==> src/rtl/seg7_pkg.sv <==
// Shared widths and the active-high 7-segment pattern table (bit6 = a ... bit0 = g).
package seg7_pkg;

    localparam int SEG_W   = 7;
    localparam int DIGIT_W = 4;

    // Index 0 is the rightmost entry, so the list reads F down to 0.
    localparam logic [15:0][SEG_W-1:0] SEG_PATTERN = {
        7'b1000111, 7'b1001111, 7'b0111101, 7'b1001110,
        7'b0011111, 7'b1110111, 7'b1111011, 7'b1111111,
        7'b1110000, 7'b1011111, 7'b1011011, 7'b0110011,
        7'b1111001, 7'b1101101, 7'b0110000, 7'b1111110
    };

    function automatic logic [SEG_W-1:0] seg_decode(input logic [DIGIT_W-1:0] digit);
        return SEG_PATTERN[digit];
    endfunction

endpackage

==> src/rtl/seg7_prescaler.sv <==
// Clock-enable prescaler: o_tick marks the last of every DIV_COUNT enabled cycles.
// i_en low freezes the count and suppresses the tick.
module seg7_prescaler #(
    parameter int DIV_COUNT = 27_000_000
) (
    input  logic i_clk,
    input  logic i_rst,
    input  logic i_en,
    output logic o_tick
);

    localparam int CNT_W = (DIV_COUNT > 2) ? $clog2(DIV_COUNT) : 1;
    localparam logic [CNT_W-1:0] LAST = CNT_W'(DIV_COUNT - 1);

    logic [CNT_W-1:0] cnt_q;
    logic [CNT_W-1:0] cnt_d;

    always_comb begin
        cnt_d = cnt_q;
        if (i_en) begin
            cnt_d = (cnt_q == LAST) ? '0 : cnt_q + CNT_W'(1);
        end
    end

    always_ff @(posedge i_clk) begin
        if (i_rst) begin
            cnt_q <= '0;
        end else begin
            cnt_q <= cnt_d;
        end
    end

    // Gated by i_en so a frozen prescaler parked on LAST cannot cause a step.
    assign o_tick = i_en && (cnt_q == LAST);

endmodule

==> src/rtl/seg7_counter.sv <==
// Up/down digit counter stepped by the prescaler tick, with registered 7-segment decode.
// Counter, display and wrap update one edge after the tick; SEG7_COMMON_ANODE_EN inverts segments.
module seg7_counter
    import seg7_pkg::*;
#(
    parameter int DIV_COUNT = 27_000_000,
    parameter int MAX_COUNT = 9
) (
    input  logic               i_clk,
    input  logic               i_rst,
    input  logic               i_en,
    input  logic               i_dir,
    input  logic               i_clear,
    output logic [DIGIT_W-1:0] o_counter,
    output logic [SEG_W-1:0]   o_display,
    output logic               a,
    output logic               b,
    output logic               c,
    output logic               d,
    output logic               e,
    output logic               f,
    output logic               g,
    output logic               o_tick,
    output logic               o_wrap
);

`ifdef SEG7_COMMON_ANODE_EN
    localparam logic [SEG_W-1:0] SEG_INV = '1;
`else
    localparam logic [SEG_W-1:0] SEG_INV = '0;
`endif

    localparam logic [DIGIT_W-1:0] MAX_V    = DIGIT_W'(MAX_COUNT);
    localparam logic [SEG_W-1:0]   DISP_RST = SEG_PATTERN[0] ^ SEG_INV;

    logic                tick;
    logic [DIGIT_W-1:0]  counter_q, counter_d;
    logic [SEG_W-1:0]    display_q, display_d;
    logic                wrap_q, wrap_d;

    seg7_prescaler #(
        .DIV_COUNT (DIV_COUNT)
    ) u_prescaler (
        .i_clk  (i_clk),
        .i_rst  (i_rst),
        .i_en   (i_en),
        .o_tick (tick)
    );

    always_comb begin
        counter_d = counter_q;
        wrap_d    = 1'b0;
        if (i_clear) begin
            counter_d = '0;
        end else if (tick) begin
            if (i_dir) begin
                wrap_d    = (counter_q == MAX_V);
                counter_d = wrap_d ? '0 : counter_q + DIGIT_W'(1);
            end else begin
                wrap_d    = (counter_q == '0);
                counter_d = wrap_d ? MAX_V : counter_q - DIGIT_W'(1);
            end
        end
        // Decoding the next value keeps display and counter on the same edge.
        display_d = seg_decode(counter_d) ^ SEG_INV;
    end

    always_ff @(posedge i_clk) begin
        if (i_rst) begin
            counter_q <= '0;
            display_q <= DISP_RST;
            wrap_q    <= 1'b0;
        end else begin
            counter_q <= counter_d;
            display_q <= display_d;
            wrap_q    <= wrap_d;
        end
    end

    assign o_counter = counter_q;
    assign o_display = display_q;
    assign o_tick    = tick;
    assign o_wrap    = wrap_q;
    assign {a, b, c, d, e, f, g} = display_q;

endmodule
==> config.mk <==
export PLATFORM = sky130hd
export DESIGN_NAME = seg7_counter
export DESIGN_NICKNAME = d
export VERILOG_FILES = /design/src/rtl/seg7_pkg.sv /design/src/rtl/seg7_prescaler.sv /design/src/rtl/seg7_counter.sv
export SDC_FILE = /design/constraint.sdc
export NUM_CORES = 1
export LEC_CHECK = 0
export CAP_MARGIN = 5
export CORE_MARGIN = 5
export CORE_UTILIZATION = 35
export CTS_CLUSTER_DIAMETER = 80
export CTS_CLUSTER_SIZE = 10
export DETAILED_ROUTE_END_ITERATION = 10
export PLACE_DENSITY_LB_ADDON = 0.15
export SYNTH_ARGS = -nofsm -noshare
export SYNTH_HDL_FRONTEND = slang
export SYNTH_SLANG_ARGS = --single-unit
==> constraint.sdc <==
create_clock -name i_clk -period 3.6 [get_ports i_clk]
set_input_delay 0.54 -clock i_clk [delete_from_list [all_inputs] [get_ports i_clk]]
set_output_delay 0.54 -clock i_clk [all_outputs]
set_load 0.02 [all_outputs]
==> results.md, run 1 <==
* Status: finished clean
* Total power at 0.000720 W
* Yosys warnings at 0
* GRT overflow at 0
* Setup bufs post-CTS at 0
* Min Tclk post-route at 3050 ps
* Netlist cell types at 52
* Drt wl/cell at 12.8 um
* Port bufs at 24
* Die width at 88.6 um
* Via count at 1,797
* Worst path cell trace: clkdlybuf4s50_1 -> nand4_4 -> nor4_2 -> nand2_1 -> buf_4 -> inv_1 -> clkdlybuf4s50_1
* Initial drt markers at 109
* Pin count of the biggest net entering global routing at 26
* Crit-path leading delay family: buffers and inverters
* EDFF count, synth at 0
* Remaining antenna violation count at 0
* Post-DP HPWL at 3380 um
* Vias in the first global route at 1,654
* Placed Area at 2440 um^2
* Setup crit end kind: output pin
* RSZ-0062 raised after global routing: false
* DR DRC count at 0
* WP data required at 3060 ps
* Clock Skew at 8.17 ps
* Clk slew on worst S/H paths at 70 ps
* Layout Nets at 292
* Hold crit path type: reg2reg
* Rows at 28
* Die ar. at 7860 um^2
* Crit-path max cell delay at 590 ps
* Initial DRT Pass Iterations at 4
* Final wirelength at 4520 um
* Mapped Nets at 274
* Worst-skew pair later-pin latency at 280 ps
* Top post-synthesis cells by area: dfxtp_1 (34%), nor2_1 (7.6%), ha_1 (6.4%)
* Crit-path max FO at 5
* Starting Density at 0.363
* Slew headroom at 0.608
* Pwr per Cell Area at 286 nW/um^2
* TritonCTS Buffers at 5
* Final TNS setup at 0 ps
* Top cell type by total area after synthesis: dfxtp_1
* Pleak at 0.924 nW
* Synth top area share at 0.342
* Area of the mapped netlist at 2160 um^2
* Bufs and invs on worst path at 4
* Area delta synth->final at 16.4%
* Top Ports at 25
* CP arrival at 2510 ps
* Synth Register Bits at 37
* Resized cells post-CTS at 0
* Critical path type: in2out
* CTS root buf: clkbuf_8
* H-tree depth at 2
* Final core utilization at 0.423
* TritonCTS clock tree: done
* FMAX at 328 MHz
* ANT cells at 0
* Crit-path most repeated cell: clkdlybuf4s50_1
* Layout cells sized above 1 at 0.0866
* Synth Flop Type: dfxtp_1
* Sink Count at 37
* Sequential share of the synthesized area at 0.342
* Maximum clock path buffer count at 2
* Mapped Cells at 258
* Slowest library cell on the worst path: clkdlybuf4s50_1
* Crit share post-route at 0.848
* Hold_buf cts at 0
* Setup-failing EPs final at 0
* Worst slew pin tran at 586 ps
* Final Slew Violations at 0
* Hold Vio Cnt, Final at 0
* Post-route cell area at 2520 um^2
* GP Congestion at 0.769
* Die Ht at 88.6 um
* CORE AREA at 5960 um^2
* First-pass GRT wire length at 7800 um
* Synth async-reset ratio at 0
* Vias per cell at 5.11
* Initial antenna violation count at 0
* Crit path launch type: primary input
* GRT Overall Usage at 0.126
* Max cap viols at 0
* Worst-case vdd ir drop at 0.133 mV
* Post-synthesis average cell area at 8.39 um^2
## logic make-up (layout without fill, tap and decap cells)
family / Yosys count / after routing / share of synthesized area
simple gates: 117 / 117 / 0.289
xor+xnor: 22 / 22 / 0.0890
mux: 3 / 3 / 0.0145
fa+ha+maj: 11 / 11 / 0.0636
buf+inv: 28 / 47 / 0.0642
flops: 37 / 37 / 0.342
compound gates: 40 / 40 / 0.138
## per-stage QoR
stage / worst slack, ps / hold WS [ps] / cells
after floorplan: 789 / 462 / 258
after global placement: 409 / 485 / 344
after detailed placement: 379 / 487 / 344
after CTS: 522 / 501 / 352
after global routing: 418 / 522 / 352
final: 549 / 507 / 352
## Yosys cell counts, types with 2 or more instances
cell        n
a2111oi_0   6
a21oi_1     9
a311oi_1    2
and2_1      4
and3_1      5
and4_1      5
and4bb_2    2
buf_2       2
buf_4       8
clkbuf_1    7
dfxtp_1    37
ha_1       11
inv_1       9
mux2i_1     2
nand2_1    18
nand2b_1    3
nand3_1     8
nand4_1     7
nor2_1     44
nor2b_1     3
nor3_1      4
nor4_1      4
o21ai_0     6
o21bai_1    2
or3_1       3
xnor2_1    11
xor2_1     11
## where the power goes
group / switching [W] / internal, W
clock: 0.000142 / 0.000134
combinational: 0.0000178 / 0.0000115
sequential: 0.00000288 / 0.000411
total: 0.000163 / 0.000557
## path summary, 6_finish.rpt
| path | start | end | slack [ps] | cells past startpoint |
|---|---|---|---|---|
| hold reg to reg | u_prescaler.cnt_q[11] | u_prescaler.cnt_q[11] | 510 | 2 |
| setup / recovery | i_en | o_tick | 550 | 7 |
| setup reg to reg | o_counter[0] | o_display[6] | 750 | 10 |
| hold / removal | u_prescaler.cnt_q[11] | u_prescaler.cnt_q[11] | 510 | 2 |
## cells in the final DEF (no fill, tap or decap), types with 6 or more instances in the layout
cell and instances:
a21oi_1 9, xnor2_1 11, ha_1 11, dfxtp_1 37, inv_1 9, nand3_1 8
clkdlybuf4s50_1 24, xor2_1 11, a2111oi_0 6, o21ai_0 6, nand4_1 7, nand2_1 18
nor2_1 44
## registers in the layout, summed over array words and instances, names as in the netlist
signal             cells
o_counter              4
o_display              7
o_wrap                 1
u_prescaler.cnt_q     25
## layout make-up
class                           instances  area [um^2]
Clock buffer                            6         72.6
Clock inverter                          2         10.0
Fill cell                             613         3440
Inverter                               10         38.8
Multi-Input combinational cell        193         1280
Sequential cell                        37          741
Tap cell                               75         93.8
Timing Repair Buffer                   29          278
## worst register-to-register path, cell delays in order, from the launching register on
cell	delay (ps)
dfxtp_1	470
inv_1	120
ha_1	250
nor3b_1	140
o32ai_1	370
nor4_1	80
or3_4	380
ha_1	230
nor2b_1	140
and2_1	190
a2111oi_1	370
## layer usage
| layer | wire length (um) | GRT usage | share of wire |
|---|---|---|---|
| met1 | 2300 | 0.173 | 0.51 |
| met3 | 166 | 0.0289 | 0.037 |
| met2 | 2000 | 0.194 | 0.44 |
| met5 | 0 | 0 | 0 |
| met4 | 51 | 0.0453 | 0.011 |
Note: power is estimated with default switching activity, not from simulation.
==> run 2, diff against run 1 <==
- clock period: 3.6 -> 2.5 ns (I/O delays scaled with it)
==> results.md, run 2 (synthesized netlist as in run 1, its figures left out) <==
* Total power at 0.00109 W
* Die width at 88.6 um
* R2R cell count at 11
* Final wirelength at 5760 um
* Top Ports at 25
* Final TNS setup at 0 ps
* Die ar. at 7860 um^2
* Min Hold Slack at 510 ps
* Post-DP HPWL at 4090 um
* Setup-failing EPs final at 0
* Slowest library cell on the worst path: or3_4
* Vias per cell at 4.99
* GRT Overall Usage at 0.151
* TritonCTS clock tree: done
* Worst path cell trace: inv_4 -> ha_4 -> nor3b_4 -> o32ai_2 -> buf_4 -> nor4_2 -> or3_4 -> buf_6 -> ha_1 -> a2111oi_2 -> a311oi_2
* CORE AREA at 5960 um^2
* Initial DRT Pass Iterations at 4
* Layout cells sized above 1 at 0.373
* Initial drt markers at 60
* Clock Skew at 7.93 ps
* Max cap viols at 0
* Worst-case vdd ir drop at 0.284 mV
* H-tree depth at 2
* Grt met3 use at 0.0289
* Initial antenna violation count at 0
* GR Layer Usage met2 at 0.254
* WP data required at 2650 ps
* Hold_buf cts at 0
* RSZ-0062 raised after global routing: true
* GRT overflow at 0
* Via count at 2,087
* Hold path depth at 2
* Layout Nets at 358
* Port bufs at 24
* Critical path type: reg2reg
* Max reg flops at 25
* GP Congestion at 0.787
* Placed Area at 2960 um^2
* CP arrival at 2640 ps
* Pin count of the biggest net entering global routing at 26
* Crit share post-route at 0.997
* Crit-path max cell delay at 410 ps
* Drt wl/cell at 13.8 um
* Crit-path max FO at 4
* Rows at 28
* Flop2flop setup slack at 9 ps
* Area delta synth->final at 52.9%
* Busiest layer in global routing: met2
* Most frequent cells in the layout: buf_4 (68), nor2_1 (42), dfxtp_1 (33)
* Sink Count at 37
* Vias in the first global route at 2,074
* Clk slew on worst S/H paths at 90 ps
* Hold Vio Cnt, Final at 0
* Remaining antenna violation count at 0
* Starting Density at 0.363
* Setup crit end kind: flop
* Pleak at 1.32 nW
* CTS root buf: clkbuf_8
* Crit path launch type: flop
* Maximum clock path buffer count at 2
* Slew headroom at 0.533
* Worst-skew pair later-pin latency at 290 ps
* Most flop-heavy register: u_prescaler.cnt_q
* Final Slew Violations at 0
* Min Tclk post-route at 2490 ps
* Hold crit path type: reg2reg
* Post-route cell area at 3310 um^2
* FMAX at 401 MHz
* ANT cells at 0
* DR DRC count at 0
* Worst slew pin tran at 699 ps
* Status: finished clean
* TritonCTS Buffers at 5
* Die Ht at 88.6 um
* Final core utilization at 0.556
* GR Util met1 at 0.198
* Commonest non-fill, non-tap cell in the layout: buf_4
* Pwr per Cell Area at 331 nW/um^2
* First-pass GRT wire length at 9530 um
[run 2: area by class of cell]
| class | count | area [um^2] |
|---|---|---|
| Clock buffer | 5 | 68.8 |
| Clock inverter | 3 | 21.3 |
| Fill cell | 541 | 2650 |
| Inverter | 10 | 47.5 |
| Multi-Input combinational cell | 193 | 1540 |
| Sequential cell | 37 | 748 |
| Tap cell | 75 | 93.8 |
| Timing Repair Buffer | 95 | 793 |
[run 2: worst paths after layout]
| path | start | endpoint |
|---|---|---|
| max | o_counter[1] | o_display[1] |
| min | u_prescaler.cnt_q[11] | u_prescaler.cnt_q[11] |
| max reg2reg | o_counter[1] | o_display[1] |
| min reg2reg | u_prescaler.cnt_q[11] | u_prescaler.cnt_q[11] |
[run 2: critical path: cells and delay by family (launching register included)]
family	cells	cell delay (ps)
AO/OA/AOI/OAI	3	700
adder cells (fa/ha/maj)	2	340
flip-flops	1	360
buffers and inverters	3	370
AND/OR/NAND/NOR	3	580
[run 2: layer usage]
metal | vias to the layer above | routed length [um] | share of wire
li1 | 1073 | - | -
met1 | 978 | 2670 | 0.46
met2 | 30 | 2850 | 0.49
met3 | 6 | 185 | 0.032
met4 | 0 | 65 | 0.011
met5 | - | 0 | 0
[run 2: report_power, final]
part | internal [W] | leakage [nW] | switching (W) | total [W]
Sequential | 0.000592 | 0.301 | 0.00000370 | 0.000595
Clock | 0.000198 | 0.0445 | 0.000235 | 0.000433
Combinational | 0.0000317 | 0.975 | 0.0000351 | 0.0000668
[run 2: timing repair]
item	CTS	global route
setup endpoints to repair	8	7
gates cloned	0	0
pin swaps	7	17
resized for setup	10	49
setup buffers	2	1
[run 2: through the flow]
| step | setup slack [ps] | cells |
|---|---|---|
| after floorplan | 3.16 | 258 |
| after global placement | -417 | 407 |
| after detailed placement | -425 | 407 |
| after CTS | 6.57 | 417 |
| after global routing | -90.1 | 418 |
| final | 8.55 | 418 |
